--- config.mk ---
export PLATFORM = sky130hd
export DESIGN_NAME = dividend_rebuild
export DESIGN_NICKNAME = d
export VERILOG_FILES = /design/src/rtl/dividend_rebuild.sv
export SDC_FILE = /design/constraint.sdc
export NUM_CORES = 1
export LEC_CHECK = 0
export BUFFER_PORTS_ARGS = -buffer_cell sky130_fd_sc_hd__buf_2
export CORE_ASPECT_RATIO = 1.25
export CORE_MARGIN = 2
export CORE_UTILIZATION = 40
export DETAILED_ROUTE_END_ITERATION = 10
export PLACE_DENSITY = 0.64
export SYNTH_ARGS = -nofsm -noshare
export SYNTH_HDL_FRONTEND = slang
export SYNTH_SLANG_ARGS = --single-unit
--- constraint.sdc ---
create_clock -name clk -period 4 [get_ports clk]
set_input_delay 0.6 -clock clk [delete_from_list [all_inputs] [get_ports clk]]
set_output_delay 0.6 -clock clk [all_outputs]
set_load 0.1 [all_outputs]
--- src/rtl/dividend_rebuild.sv ---
// Reconstructs a dividend A = Q*B + R with a W-cycle shift-add multiply followed by a single add.
// Optional remainder-consistency checker enabled by defining DIVIDEND_REBUILD_CHECK_EN.
module dividend_rebuild #(
  parameter int W = 8
) (
  input  logic                  clk,
  input  logic                  rst_n,
  input  logic                  start,
  input  logic signed [W-1:0]   Q,
  input  logic signed [W-1:0]   B,
  input  logic signed [W-1:0]   R,
  output logic signed [2*W-1:0] A,
  output logic                  busy,
  output logic                  done,
  output logic                  rem_ok
);

  localparam int CW = $clog2(W + 1);

  typedef enum logic [1:0] {
    IDLE,
    MUL,
    ADD,
    DONE
  } state_t;

  state_t state, state_nxt;

  logic [CW-1:0]          cnt;
  logic [2*W-1:0]         mcand;
  logic [2*W-1:0]         acc;
  logic [W-1:0]           mplier;
  logic                   neg;
  logic signed [W-1:0]    r_lat;
  logic [2*W-1:0]         prod;
  logic signed [2*W-1:0]  sum;
  logic                   rem_chk;

  // Magnitude as an unsigned W-bit value; -2^(W-1) maps to 2^(W-1) exactly.
  function automatic logic [W-1:0] mag(input logic signed [W-1:0] x);
    logic [W-1:0] m;
    m = x[W-1] ? W'(-x) : W'(x);
    return m;
  endfunction

  always_comb begin
    state_nxt = state;
    case (state)
      IDLE: if (start) state_nxt = MUL;
      MUL:  if (cnt == CW'(W - 1)) state_nxt = ADD;
      ADD:  state_nxt = DONE;
      DONE: state_nxt = IDLE;
      default: state_nxt = IDLE;
    endcase
  end

  always_ff @(posedge clk) begin
    if (!rst_n) state <= IDLE;
    else        state <= state_nxt;
  end

  assign busy = (state != IDLE);
  assign done = (state == DONE);

  always_comb begin
    prod = neg ? (~acc + 1'b1) : acc;
    sum  = $signed(prod) + $signed({{W{r_lat[W-1]}}, r_lat});
  end

`ifdef DIVIDEND_REBUILD_CHECK_EN
  logic signed [W-1:0] b_lat;

  always_ff @(posedge clk) begin
    if (!rst_n)                       b_lat <= '0;
    else if (state == IDLE && start)  b_lat <= B;
  end

  // Truncating division: a nonzero remainder carries the dividend's sign.
  always_comb begin
    rem_chk = (b_lat != '0)
           && (mag(r_lat) < mag(b_lat))
           && ((r_lat == '0) || (r_lat[W-1] == sum[2*W-1]));
  end
`else
  assign rem_chk = 1'b1;
`endif

  always_ff @(posedge clk) begin
    if (!rst_n) begin
      cnt    <= '0;
      mcand  <= '0;
      acc    <= '0;
      mplier <= '0;
      neg    <= 1'b0;
      r_lat  <= '0;
      A      <= '0;
      rem_ok <= 1'b0;
    end else begin
      case (state)
        IDLE: begin
          if (start) begin
            mcand  <= {{W{1'b0}}, mag(Q)};
            mplier <= mag(B);
            neg    <= Q[W-1] ^ B[W-1];
            r_lat  <= R;
            acc    <= '0;
            cnt    <= '0;
          end
        end
        MUL: begin
          if (mplier[0]) acc <= acc + mcand;
          mcand  <= mcand << 1;
          mplier <= mplier >> 1;
          cnt    <= cnt + CW'(1);
        end
        ADD: begin
          // A and rem_ok are registered on the ADD->DONE edge so they are valid while done is high.
          A      <= sum;
          rem_ok <= rem_chk;
        end
        default: ;
      endcase
    end
  end

endmodule

=== Yosys cells after proc, flatten, opt, wreduce, memory -nomap -nowiden ===
Index checks and enable logic that the tools add are counted.

* Flip-flop bits (word level): 72
* Bits of input ports: 27
* Output and inout bits: 19
* Logic and storage cells: 46

* $add $sub $neg: 6
* Equality and inequality tests: 7
* Multiplexer cells: 15
* Bitwise operators: 2
* Reductions and logical operators: 7

{| class="wikitable"
|+ Operators with widths
! cell !! count
|-
| two-way mux 16 bit || 4
|-
| case mux 16 bit (2 select lines) || 2
|-
| two-way mux 8 bit || 3
|-
| adder 16 x 1 -> 16 bit, second input constant || 1
|-
| adder 16 bit || 1
|-
| adder 16 x 8 -> 16 bit || 1
|-
| negation 8 bit || 2
|-
| NOT 16 bit || 1
|-
| case mux 8 bit (2 select lines) || 1
|-
| case mux 2 bit (4 select lines) || 1
|-
| case mux 4 bit (2 select lines) || 1
|-
| != test 2 bit, second input constant || 3
|-
| AND reduction 2 bit || 3
|-
| adder 4 x 1 -> 4 bit, second input constant || 1
|-
| == test 2 bit, second input constant || 2
|-
| == test 4 x 3 -> 1 bit, second input constant || 1
|-
| two-way mux 2 bit || 2
|-
| two-way mux 4 bit || 1
|-
| nonzero test 2 bit || 2
|-
| AND reduction 3 bit || 1
|-
| == test 2 x 1 -> 1 bit, second input constant || 1
|-
| logical NOT 2 bit || 1
|-
| XOR 1 bit || 1
|}

=== Longest topological paths before layout ===
Gate-level depths: netlist (run 1).

* Depth after elaboration: 4
* Mapped depth: 14
* Gate-level depth less buffers: 14

=== Worst setup path after synthesis (run 1) ===
No wires, ideal clock.

* Path type: register -> register
* Start point: register acc[3]
* End point: register A[14]
* Setup time: 0.122 ns
* Arrival time: 2.780 ns
* Required time: 3.878 ns
* Setup slack: 1.098 ns
* Cell stages (with the launch flop): 13
* Buffers on the path: 0
* Clock period less this slack: 2.902 ns
* Cells stage by stage: dfxtp_1 nor4_2 nand2b_1 o31ai_1 xnor2_1 ha_1 and3_1 nand2_1 o31ai_1 o211ai_1 a21bo_1 mux2i_1 a311o_1

* Longest elaborated chain between the ends: 4

{| class="wikitable"
|+ Ends and longest elaborated chain
! what !! RTL line !! RTL
|-
| start, declared || 31 || <nowiki>logic [2*W-1:0] acc;</nowiki>
|-
| start signal, assigned || 111 || <nowiki>if (mplier[0]) acc <= acc + mcand;</nowiki>
|-
| NOT 16 bit || 66 || <nowiki>prod = neg ? (~acc + 1'b1) : acc;</nowiki>
|-
| adder 16 x 1 -> 16 bit || 66 ||
|-
| two-way mux 16 bit (*) || 66 ||
|-
| adder 16 x 8 -> 16 bit (*) || 67 || <nowiki>sum = $signed(prod) + $signed({{W{r_lat[W-1]}}, r_lat});</nowiki>
|-
| end signal, assigned || 118 || <nowiki>A <= sum;</nowiki>
|-
| end, declared || 12 || <nowiki>output logic signed [2*W-1:0] A,</nowiki>
|}

Every way passes the cells marked *; elsewhere a longest branch is shown, timed or not.
A chain may end at the register's enable or synchronous reset.

=== Worst setup path after layout (run 1) ===
Ends and elaborated chain as after synthesis.

==> flow_metrics.py, run 1 <==
metrics = {
    "run_status": {
        "outcome": "finished, final reports clean",
    },
    "clock_tree": {
        "cts_resized": 0,
        "cts_hold_buf": 0,
        "cts_num_sinks": 72,
        "cts_buffers": 9,
        "cts_root_buffer": "clkbuf_16",
        "tritoncts": "built",
        "clock_latency_ps": 340,
        "clk_pin_slew_ps": 60,
        "htreeDepth": 3,
        "post_cts_buffers": 0,
        "clk_path_buf_depth": 2,
    },
    "worst_setup_path": {
        "required_ps": 4230,
        "reg2regPathDepth": 12,
        "setup.worst_path.end": "A[14]",
        "arrival_ps": 3540,
        "crit_type": "flip-flop to flip-flop",
        "r2r-start": "acc[3]",
        "path_max_fanout": 7,
        "start_kind": "flip-flop",
        "r2r_end": "A[14]",
        "cp-end-kind": "flip-flop",
        "reg2reg_slack_ps": 690,
        "worstSetupStartpoint": "acc[3]",
    },
    "synthesis": {
        "synth_nets": 646,
        "synth-seq-cells": 72,
        "ys_warn_count": 0,
        "syn-cell-area_um2": 4760,
        "ys_async_sr_fraction_pct": 0,
        "synth-edff-count": 0,
        "synth_area_leaders": "dfxtp_1 30%, ha_1 11%, xnor2_1 6.3%, nor2_1 6.1%, mux2i_1 5.5%",
        "yosysTopAreaCellShare_pct": 30.3,
        "ys_types": 62,
        "yosys.area.top_type": "dfxtp_1",
        "ys_seq_area_share_pct": 30.3,
        "syn_area_per_cell_um2": 8.29,
        "ys.flop_type": "dfxtp_1",
        "synthCells": 575,
    },
    "routing": {
        "drt-pass1-iter-count": 4,
        "drc": 0,
        "ant_nets": 0,
        "num_vias": 4085,
        "routed_wl_mm": 10.3,
        "vias_per_cell": 5.28,
        "drtIter0Drc": 173,
        "wl_per_cell_um": 13.2,
    },
    "placement": {
        "gp_congestion": 0.813,
        "io_buffers": 45,
        "dpl.hpwl_mm": 7.70,
    },
    "timing": {
        "drv_slew": 0,
        "finalCritPeriodShare_pct": 82.8,
        "tns_ps": 0,
        "hold_violations": 0,
        "rsz0062_at_grt": "false",
        "timing.final.crit_period_ps": 3310,
        "clock_skew_ps": 7.27,
        "tightest_slew_ps": 1080,
        "fmax_mhz": 302,
        "slew_headroom_pct": 27.8,
        "setup-violations-final": 0,
    },
    "cells_and_area": {
        "layout_common_cells": "77 x nor2_1, 72 x dfxtp_1, 54 x nand2_1",
        "areaGrowthSynthToFinish_pct": 12.9,
        "insertedDiodeCount": 0,
        "drive_above_1_share_pct": 12.6,
        "nNetsFinal": 679,
        "final_common_cell": "nor2_1",
    },
    "power_and_ir_drop": {
        "max-vdd-ir-drop_uv": 266,
        "p_sw_share_pct": 42.4,
        "p_seq_share_pct": 33.5,
        "p_sw_mw": 1.17,
        "p_comb_share_pct": 39.0,
        "p_int_mw": 1.59,
        "p_per_area_nw_per_um2": 514,
        "total_power_mw": 2.76,
        "leakage_nw": 2.30,
        "pwr-share-clk_pct": 27.5,
    },
    "floorplanning": {
        "ioPinCount": 46,
        "die_h_um": 126,
        "design.core.area_um2": 11600,
        "initial_core_util_pct": 41.0,
        "die-area_um2": 12800,
        "row_count": 44,
        "fp.dieW_um": 102,
    },
    "global_route": {
        "grt_overflow": 0,
        "grt_max_degree": 46,
        "use_met1_pct": 20.2,
        "grt_antenna_before_repair": 0,
        "grt_util_met3_pct": 2.89,
        "grt_pass1_wl_mm": 17.5,
        "grt_pass1_vias": 3942,
        "groute.layer.met2.usage_pct": 29.4,
        "grt_use_total_pct": 16.7,
        "gr-max-usage-layer": "met2",
    },
    "min_path": {
        "hold_path.class": "flip-flop to flip-flop",
    },
    "flow_run": {
        "cap_violations": 0,
    },
}
==> routing by layer <==
| metal | vias up | wire length (um) |
|---|---|---|
| met5 | - | 0 |
| met4 | 0 | 159 |
| met3 | 15 | 408 |
| met2 | 67 | 4980 |
| met1 | 1897 | 4700 |
| li1 | 2106 | - |
==> how the worst min path moves through the flow <==
stage	startpoint	end	slack [ps]	cells past startpoint
floorplan	r_lat[0]	r_lat[0]	440	2
global placement	rem_ok	rem_ok	440	2
detailed placement	rem_ok	rem_ok	450	2
CTS	rem_ok	rem_ok	470	2
global route	r_lat[5]	r_lat[5]	490	2
finish	rem_ok	rem_ok	460	2
==> cell usage after synthesis (5+ instances only) <==
| master | count |
|---|---|
| nor2_1 | 77 |
| dfxtp_1 | 72 |
| nand2_1 | 54 |
| a21oi_1 | 46 |
| ha_1 | 42 |
| xnor2_1 | 34 |
| o21ai_0 | 31 |
| mux2i_1 | 26 |
| a22oi_1 | 18 |
| inv_1 | 18 |
| clkbuf_1 | 16 |
| xor2_1 | 16 |
| a21o_1 | 8 |
| a211oi_1 | 7 |
| nor3_1 | 7 |
| nand2b_1 | 6 |
| nand3_1 | 6 |
| o211ai_1 | 6 |
| o31ai_1 | 6 |
| and2_1 | 5 |
| nand4_1 | 5 |
==> sequential cells by signal, summed over array words and instances (netlist names) <==
| signal | flops |
|---|---|
| A | 16 |
| acc | 16 |
| cnt | 4 |
| mcand | 16 |
| mplier | 8 |
| neg | 1 |
| r_lat | 8 |
| rem_ok | 1 |
| state | 2 |
==> worst max-delay path: stages, from the launching register on <==
cell and delay (ps):
dfxtp_1 380, nor4_2 410, nand2b_1 120, o31ai_1 280
xnor2_1 110, ha_1 360, and3_1 230, nand2_1 70
o31ai_1 410, o211ai_1 180, a21bo_1 220, mux2i_1 120
a311o_1 320
==> power groups by stage <==
stage	sequential, mW	combinational, mW	clock, mW
final	0.924	1.08	0.760
after global routing	0.938	1.19	0.808
after CTS	0.924	1.09	0.779
after detailed placement	0.939	1.08	0
after global placement	0.935	1.05	0
after floorplan	1.02	0.796	0
==> per-stage QoR <==
step	hold slack [ps]	std cells	setup slack (ps)	cell area [um^2]	util (%)
final	462	774	687	5380	46.3
after global routing	488	774	476	5380	46.3
after CTS	468	774	711	5380	46.3
after detailed placement	451	758	807	5100	43.9
after global placement	445	758	879	5100	43.9
after floorplan	440	575	1100	4760	-
==> cell families (layout without fill, tap and decap cells) <==
family                     Yosys count  after routing  synth area share, %
AOI/OAI and AO/OA                  151            151                 21.1
buffers and inverters               45             83                 3.94
adders and majority gates           44             44                 11.9
xor gates and xnor gates            50             50                 9.19
DFF                                 72             72                 30.3
and+or+nand+nor                    186            186                 17.9
muxes                               27             27                 5.70
==> final cells by class <==
type                            instances  area, um^2
Clock buffer                            9         225
Timing Repair Buffer                   48         248
Multi-Input combinational cell        458        3140
Tap cell                              161         201
Inverter                               19        71.3
Clock inverter                          7        56.3
Sequential cell                        72        1440
Fill cell                            1137        6240
No activity file was read; power rests on OpenSTA's default activity.
==> run 2: changes to the inputs <==
--- a/config.mk
+++ b/config.mk
@@ -10,7 +10,7 @@
 export CORE_MARGIN = 2
 export CORE_UTILIZATION = 40
 export DETAILED_ROUTE_END_ITERATION = 10
-export PLACE_DENSITY = 0.64
+export PLACE_DENSITY = 0.66
 export SYNTH_ARGS = -nofsm -noshare
 export SYNTH_HDL_FRONTEND = slang
 export SYNTH_SLANG_ARGS = --single-unit
==> constraint.sdc (replaced) <==
create_clock -name clk -period 2.7 [get_ports clk]
set_input_delay 0.405 -clock clk [delete_from_list [all_inputs] [get_ports clk]]
set_output_delay 0.405 -clock clk [all_outputs]
set_load 0.1 [all_outputs]
==> run 2 against run 1 <==
Against the previous run: sequential power rose by 46%; global-route usage increased by 0.74 points; register-to-register slack got worse by 840 ps; critical endpoint unchanged; the run now ends with negative setup slack left.
==> flow_metrics.py, run 2 (synthesis results as in run 1) <==
metrics = {
    "worst_setup_path": {
        "cp_num_buf_inv": 0,
        "path_max_fanout": 4,
        "cp_slowest_cell": "ha_1",
        "required_ps": 2920,
        "cp_top_family": "compound AO/OA/AOI/OAI gates",
        "r2r_end": "A[14]",
        "arrival_ps": 3070,
        "crit_type": "flip-flop to flip-flop",
        "start_kind": "flip-flop",
        "r2r-start": "acc[6]",
        "path_cells": "nor4_4 -> nand2b_1 -> o31ai_4 -> xnor2_1 -> ha_1 -> a21oi_1 -> o21ai_1 -> or3_1 -> o211ai_1 -> a21bo_1 -> mux2i_1 -> a311o_1",
        "cp-end-kind": "flip-flop",
        "reg2regPathDepth": 12,
        "cpPeakStageDelay_ps": 350,
        "reg2reg_slack_ps": -150,
    },
    "routing": {
        "drtIter0Drc": 153,
        "vias_per_cell": 5.34,
        "routed_wl_mm": 10.7,
        "drt-pass1-iter-count": 4,
        "wl_per_cell_um": 13.3,
        "num_vias": 4313,
        "ant_nets": 0,
        "drc": 0,
    },
    "cells_and_area": {
        "insertedDiodeCount": 0,
        "nNetsFinal": 712,
        "final_common_cell": "nor2_1",
        "multi_input_area_um2": 3270,
        "n_fill_cell": 1091,
        "largestRegisters": "A (16), acc (16), mcand (16)",
        "drive_above_1_share_pct": 20.6,
        "areaGrowthSynthToFinish_pct": 22.1,
        "regArea_um2": 1450,
        "layout_common_cells": "77 x nor2_1, 68 x dfxtp_1, 53 x nand2_1",
    },
    "floorplanning": {
        "design.core.area_um2": 11600,
        "row_count": 44,
        "die-area_um2": 12800,
        "fp.dieW_um": 102,
        "ioPinCount": 46,
        "die_h_um": 126,
        "initial_core_util_pct": 41.0,
    },
    "timing": {
        "setup-violations-final": 2,
        "hold_violations": 0,
        "rsz0062_at_grt": "true",
        "tns_ps": -176,
        "layout_setup_ws_ps": -149,
        "finalCritPeriodShare_pct": 106,
        "slew_headroom_pct": 60.8,
        "fmax_mhz": 351,
        "clock_skew_ps": 8.44,
        "drv_slew": 0,
        "tightest_slew_ps": 588,
        "timing.final.crit_period_ps": 2850,
    },
    "power_and_ir_drop": {
        "p_per_area_nw_per_um2": 737,
        "max-vdd-ir-drop_uv": 366,
        "leakage_nw": 2.53,
    },
    "flow_run": {
        "cap_violations": 0,
    },
    "global_route": {
        "grt_pass1_wl_mm": 18.3,
        "grt_pass1_vias": 4229,
        "grt_overflow": 0,
        "grt_max_degree": 35,
        "grt_use_total_pct": 17.4,
        "grt_antenna_before_repair": 0,
    },
    "clock_tree": {
        "cts_root_buffer": "clkbuf_16",
        "cts_buffers": 9,
        "clk_path_buf_depth": 2,
        "cts_num_sinks": 72,
        "cts_hold_buf": 0,
        "clk_pin_slew_ps": 60,
        "htreeDepth": 3,
        "tritoncts": "built",
        "clock_latency_ps": 340,
    },
    "run_status": {
        "violations": "negative setup slack",
        "outcome": "finished with violations",
    },
    "placement": {
        "place_ws_ps": -216,
        "dpl.hpwl_mm": 8.06,
        "gp_congestion": 0.922,
        "io_buffers": 45,
    },
    "min_path": {
        "hp-start": "R[3]",
        "min_path_cells": 3,
        "min_delay_worst_endpoint": "r_lat[3]",
        "hold_path.class": "input pin to flip-flop",
    },
}
==> run 2: cell types whose count changed in the layout (fill, tap and decap cells not counted), moves of 2 or more <==
| cell | before | now |
|---|---|---|
| a21oi_1 | 46 | 44 |
| buf_4 | 3 | 32 |
| buf_6 | 0 | 3 |
| clkbuf_8 | 0 | 4 |
| dfxtp_1 | 72 | 68 |
| dfxtp_2 | 0 | 4 |
| inv_1 | 18 | 16 |
| inv_2 | 1 | 3 |
| o21ai_0 | 31 | 25 |
| o21ai_1 | 1 | 6 |
| o31ai_1 | 6 | 3 |
| o31ai_4 | 0 | 2 |
==> run 2: worst max-delay path by stage <==
stage | from | to | slack, ps | cells after the start
6_report | acc[6] | A[14] | -150 | 12
5_1_grt | acc[6] | A[14] | -340 | 12
4_1_cts | acc[4] | A[14] | -130 | 13
3_5_place_dp | acc[0] | A[15] | -220 | 12
3_3_place_gp | acc[0] | A[14] | -100 | 11
2_1_floorplan | acc[6] | A[14] | -8 | 12
==> run 2: repair_timing <==
item | in CTS | in global routing
setup endpoints to repair | 6 | 7
buffers inserted | 1 | 1
gates resized for setup | 15 | 14
pin swaps | 17 | 7
==> run 2: layout make-up <==
class / instances / area share [%]
timing repair buffer: 81 / 8.93
clock buffer: 13 / 4.82
multi-input combinational: 458 / 56.3
clock inverter: 3 / 0.409
inverter: 19 / 1.23
tap: 161 / 3.46
sequential: 72 / 24.9
==> run 2: power by group <==
part	internal [mW]	total [mW]	leakage (nW)	switching, mW
logic	0.589	1.75	1.80	1.16
registers	1.22	1.35	0.586	0.128
clock network	0.724	1.19	0.144	0.465
total	2.53	4.29	2.53	1.75
==> run 2: worst reg2reg max path: cells and delay by family (launching register included) <==
family          cells  cell delay [ps]
simple gates        3              780
fa+ha+maj           1              350
mux                 1               70
xor+xnor            1               90
flops               1              330
compound gates      6             1100
==> run 2: stage by stage <==
stage / util [%] / power (mW) / instances / hold WS (ps) / instance area, um^2
floorplan: - / 2.71 / 575 / 440 / 4800
global placement: 46.3 / 3.02 / 789 / 444 / 5380
detailed placement: 46.3 / 3.08 / 789 / 461 / 5380
CTS: 49.5 / 4.30 / 806 / 289 / 5750
global route: 50.1 / 4.55 / 807 / 298 / 5820
finish: 50.1 / 4.29 / 807 / 298 / 5820
==> run 2: routing by layer <==
| metal | share of wire (%) | track usage (%) | vias up |
|---|---|---|---|
| met1 | 43 | 19.8 | 2036 |
| li1 | - | - | 2174 |
| met2 | 51 | 31.3 | 77 |
| met4 | 2.5 | 7.39 | 0 |
| met5 | 0 | 0 | - |
| met3 | 2.8 | 3.16 | 26 |
==> run 3: changes to the inputs <==
--- a/config.mk
+++ b/config.mk
@@ -6,7 +6,6 @@
 export NUM_CORES = 1
 export LEC_CHECK = 0
 export BUFFER_PORTS_ARGS = -buffer_cell sky130_fd_sc_hd__buf_2
-export CORE_ASPECT_RATIO = 1.25
 export CORE_MARGIN = 2
 export CORE_UTILIZATION = 40
 export DETAILED_ROUTE_END_ITERATION = 10
==> constraint.sdc (replaced) <==
create_clock -name clk -period 2.3 [get_ports clk]
set_input_delay 0.345 -clock clk [delete_from_list [all_inputs] [get_ports clk]]
set_output_delay 0.345 -clock clk [all_outputs]
set_load 0.1 [all_outputs]
==> run 3 against run 2 <==
Against the previous run: the flow finishes with violations (design-rule violations, negative setup slack); global-route usage grew 0.57 points; register-to-register slack lost 370 ps; combinational power increased by 29%; first-iteration DRC count up 41%; final cell count grew 4.8%; critical path type unchanged; largest cell class unchanged.
==> flow_metrics.py, run 3 (synthesis results as in run 1) <==
metrics = {
    "run_status": {
        "outcome": "finished with violations",
        "violations": "design-rule violations, negative setup slack",
    },
    "worst_setup_path": {
        "reg2reg_slack_ps": -520,
        "cpPeakStageDelay_ps": 400,
        "r2r-start": "acc[0]",
        "path_cells": "or3_4 -> o31ai_4 -> xnor2_1 -> ha_1 -> a21oi_2 -> o21ai_2 -> or3_4 -> o211ai_1 -> a21bo_1 -> mux2i_1 -> a311o_1",
        "crit_type": "flip-flop to flip-flop",
        "start_kind": "flip-flop",
        "setup.worst_path.end": "A[14]",
        "cp_top_family": "compound AO/OA/AOI/OAI gates",
        "critPathMostFrequentCell": "or3_4",
        "r2r_end": "A[14]",
        "cp.depth": 11,
        "worstSetupStartpoint": "acc[0]",
        "arrival_ps": 3050,
        "reg2regPathDepth": 11,
        "cp_num_buf_inv": 0,
        "path_max_fanout": 5,
        "cp-end-kind": "flip-flop",
        "required_ps": 2530,
        "cp_slowest_cell": "or3_4",
    },
    "routing": {
        "wl_per_cell_um": 13.5,
        "ant_nets": 0,
        "drt-pass1-iter-count": 8,
        "vias_per_cell": 5.22,
        "routed_wl_mm": 11.5,
        "num_vias": 4414,
        "drc": 4,
        "drtIter0Drc": 215,
    },
    "floorplanning": {
        "initial_core_util_pct": 41.4,
        "ioPinCount": 46,
        "fp.dieW_um": 113,
        "die_h_um": 113,
        "die-area_um2": 12800,
        "design.core.area_um2": 11500,
        "row_count": 39,
    },
    "cells_and_area": {
        "largestRegisters": "A (16), acc (16), mcand (16)",
        "areaGrowthSynthToFinish_pct": 34.0,
        "insertedDiodeCount": 0,
        "fin_area_um2": 6380,
        "layout_common_cells": "86 x buf_4, 76 x nor2_1, 65 x dfxtp_1",
        "nNetsFinal": 769,
        "drive_above_1_share_pct": 31.7,
        "final_common_cell": "buf_4",
    },
    "clock_tree": {
        "clock_latency_ps": 350,
        "cts_num_sinks": 72,
        "clk_pin_slew_ps": 60,
        "cts_buffers": 9,
        "clk_path_buf_depth": 2,
        "htreeDepth": 3,
        "cts_root_buffer": "clkbuf_16",
        "tritoncts": "built",
        "cts_hold_buf": 0,
    },
    "timing": {
        "hold_violations": 0,
        "layout_setup_ws_ps": -519,
        "drv_slew": 0,
        "setup-violations-final": 11,
        "rsz0062_at_grt": "true",
        "timing.final.crit_period_ps": 2820,
        "tightest_slew_ps": 615,
        "slew_headroom_pct": 59.0,
        "tns_ps": -3060,
        "fmax_mhz": 355,
        "finalCritPeriodShare_pct": 123,
        "clock_skew_ps": 5.03,
    },
    "global_route": {
        "grt_pass1_vias": 4209,
        "gr-max-usage-layer": "met2",
        "groute.layer.met2.usage_pct": 30.1,
        "grt_max_degree": 39,
        "grt_util_met3_pct": 4.77,
        "grt_use_total_pct": 18.0,
        "grt_antenna_before_repair": 0,
        "grt_overflow": 0,
        "use_met1_pct": 22.2,
        "grt_pass1_wl_mm": 18.8,
    },
    "power_and_ir_drop": {
        "total_power_mw": 5.14,
        "max-vdd-ir-drop_uv": 441,
        "p_per_area_nw_per_um2": 805,
        "leakage_nw": 2.84,
    },
    "placement": {
        "dpl.hpwl_mm": 8.48,
        "placed_cell_area_um2": 5740,
        "io_buffers": 45,
        "gp_congestion": 0.851,
    },
    "min_path": {
        "hold_path.class": "input pin to flip-flop",
    },
    "flow_run": {
        "cap_violations": 0,
    },
}
## run 3: worst min-delay path by stage
stage	from	slack, ps	cells past startpoint	to
floorplan	r_lat[0]	440	2	r_lat[0]
global placement	rem_ok	440	2	rem_ok
detailed placement	rem_ok	450	2	rem_ok
CTS	R[1]	220	3	r_lat[1]
global route	R[1]	250	3	r_lat[1]
finish	R[7]	240	3	r_lat[7]
## run 3: per-layer routing
metal,wire length [um],up-vias
met1,5380,2037
li1,-,2285
met4,213,0
met2,5440,73
met3,422,19
met5,0,-
## run 3: timing repair
| action | CTS | global route |
|---|---|---|
| pin swaps | 36 | 34 |
| buffers inserted | 2 | 10 |
| resized for setup | 37 | 31 |
| gates cloned | 0 | 0 |
| endpoints found under the hold margin | 0 | 0 |
| endpoints found under the setup margin | 16 | 17 |
## run 3: layout make-up
| type | count | area, um^2 |
|---|---|---|
| Clock buffer | 9 | 225 |
| Clock inverter | 7 | 47.5 |
| Fill cell | 1032 | 5130 |
| Inverter | 19 | 71.3 |
| Multi-Input combinational cell | 458 | 3450 |
| Sequential cell | 72 | 1450 |
| Tap cell | 143 | 179 |
| Timing Repair Buffer | 138 | 958 |
## run 3: per-stage QoR
stage / hold slack, ps / setup slack (ps) / utilization [%] / instances
finish: 236 / -519 / 55.4 / 846
global route: 251 / -715 / 55.4 / 846
floorplan: 440 / -408 / - / 575
detailed placement: 453 / -497 / 49.8 / 818
global placement: 445 / -465 / 49.8 / 818
CTS: 225 / -481 / 53.7 / 836
## run 3: worst reg2reg max path, cell delays in order, from the launching register on
cell	delay [ps]
dfxtp_4	360
or3_4	400
o31ai_4	230
xnor2_1	90
ha_1	360
a21oi_2	150
o21ai_2	70
or3_4	370
o211ai_1	190
a21bo_1	150
mux2i_1	70
a311o_1	260
## run 3: where the power goes
part           leakage [nW]  switching (mW)  internal, mW
clock network         0.132           0.559         0.728
registers             0.588           0.162          1.43
logic                  2.12            1.41         0.841
total                  2.84            2.13          3.00
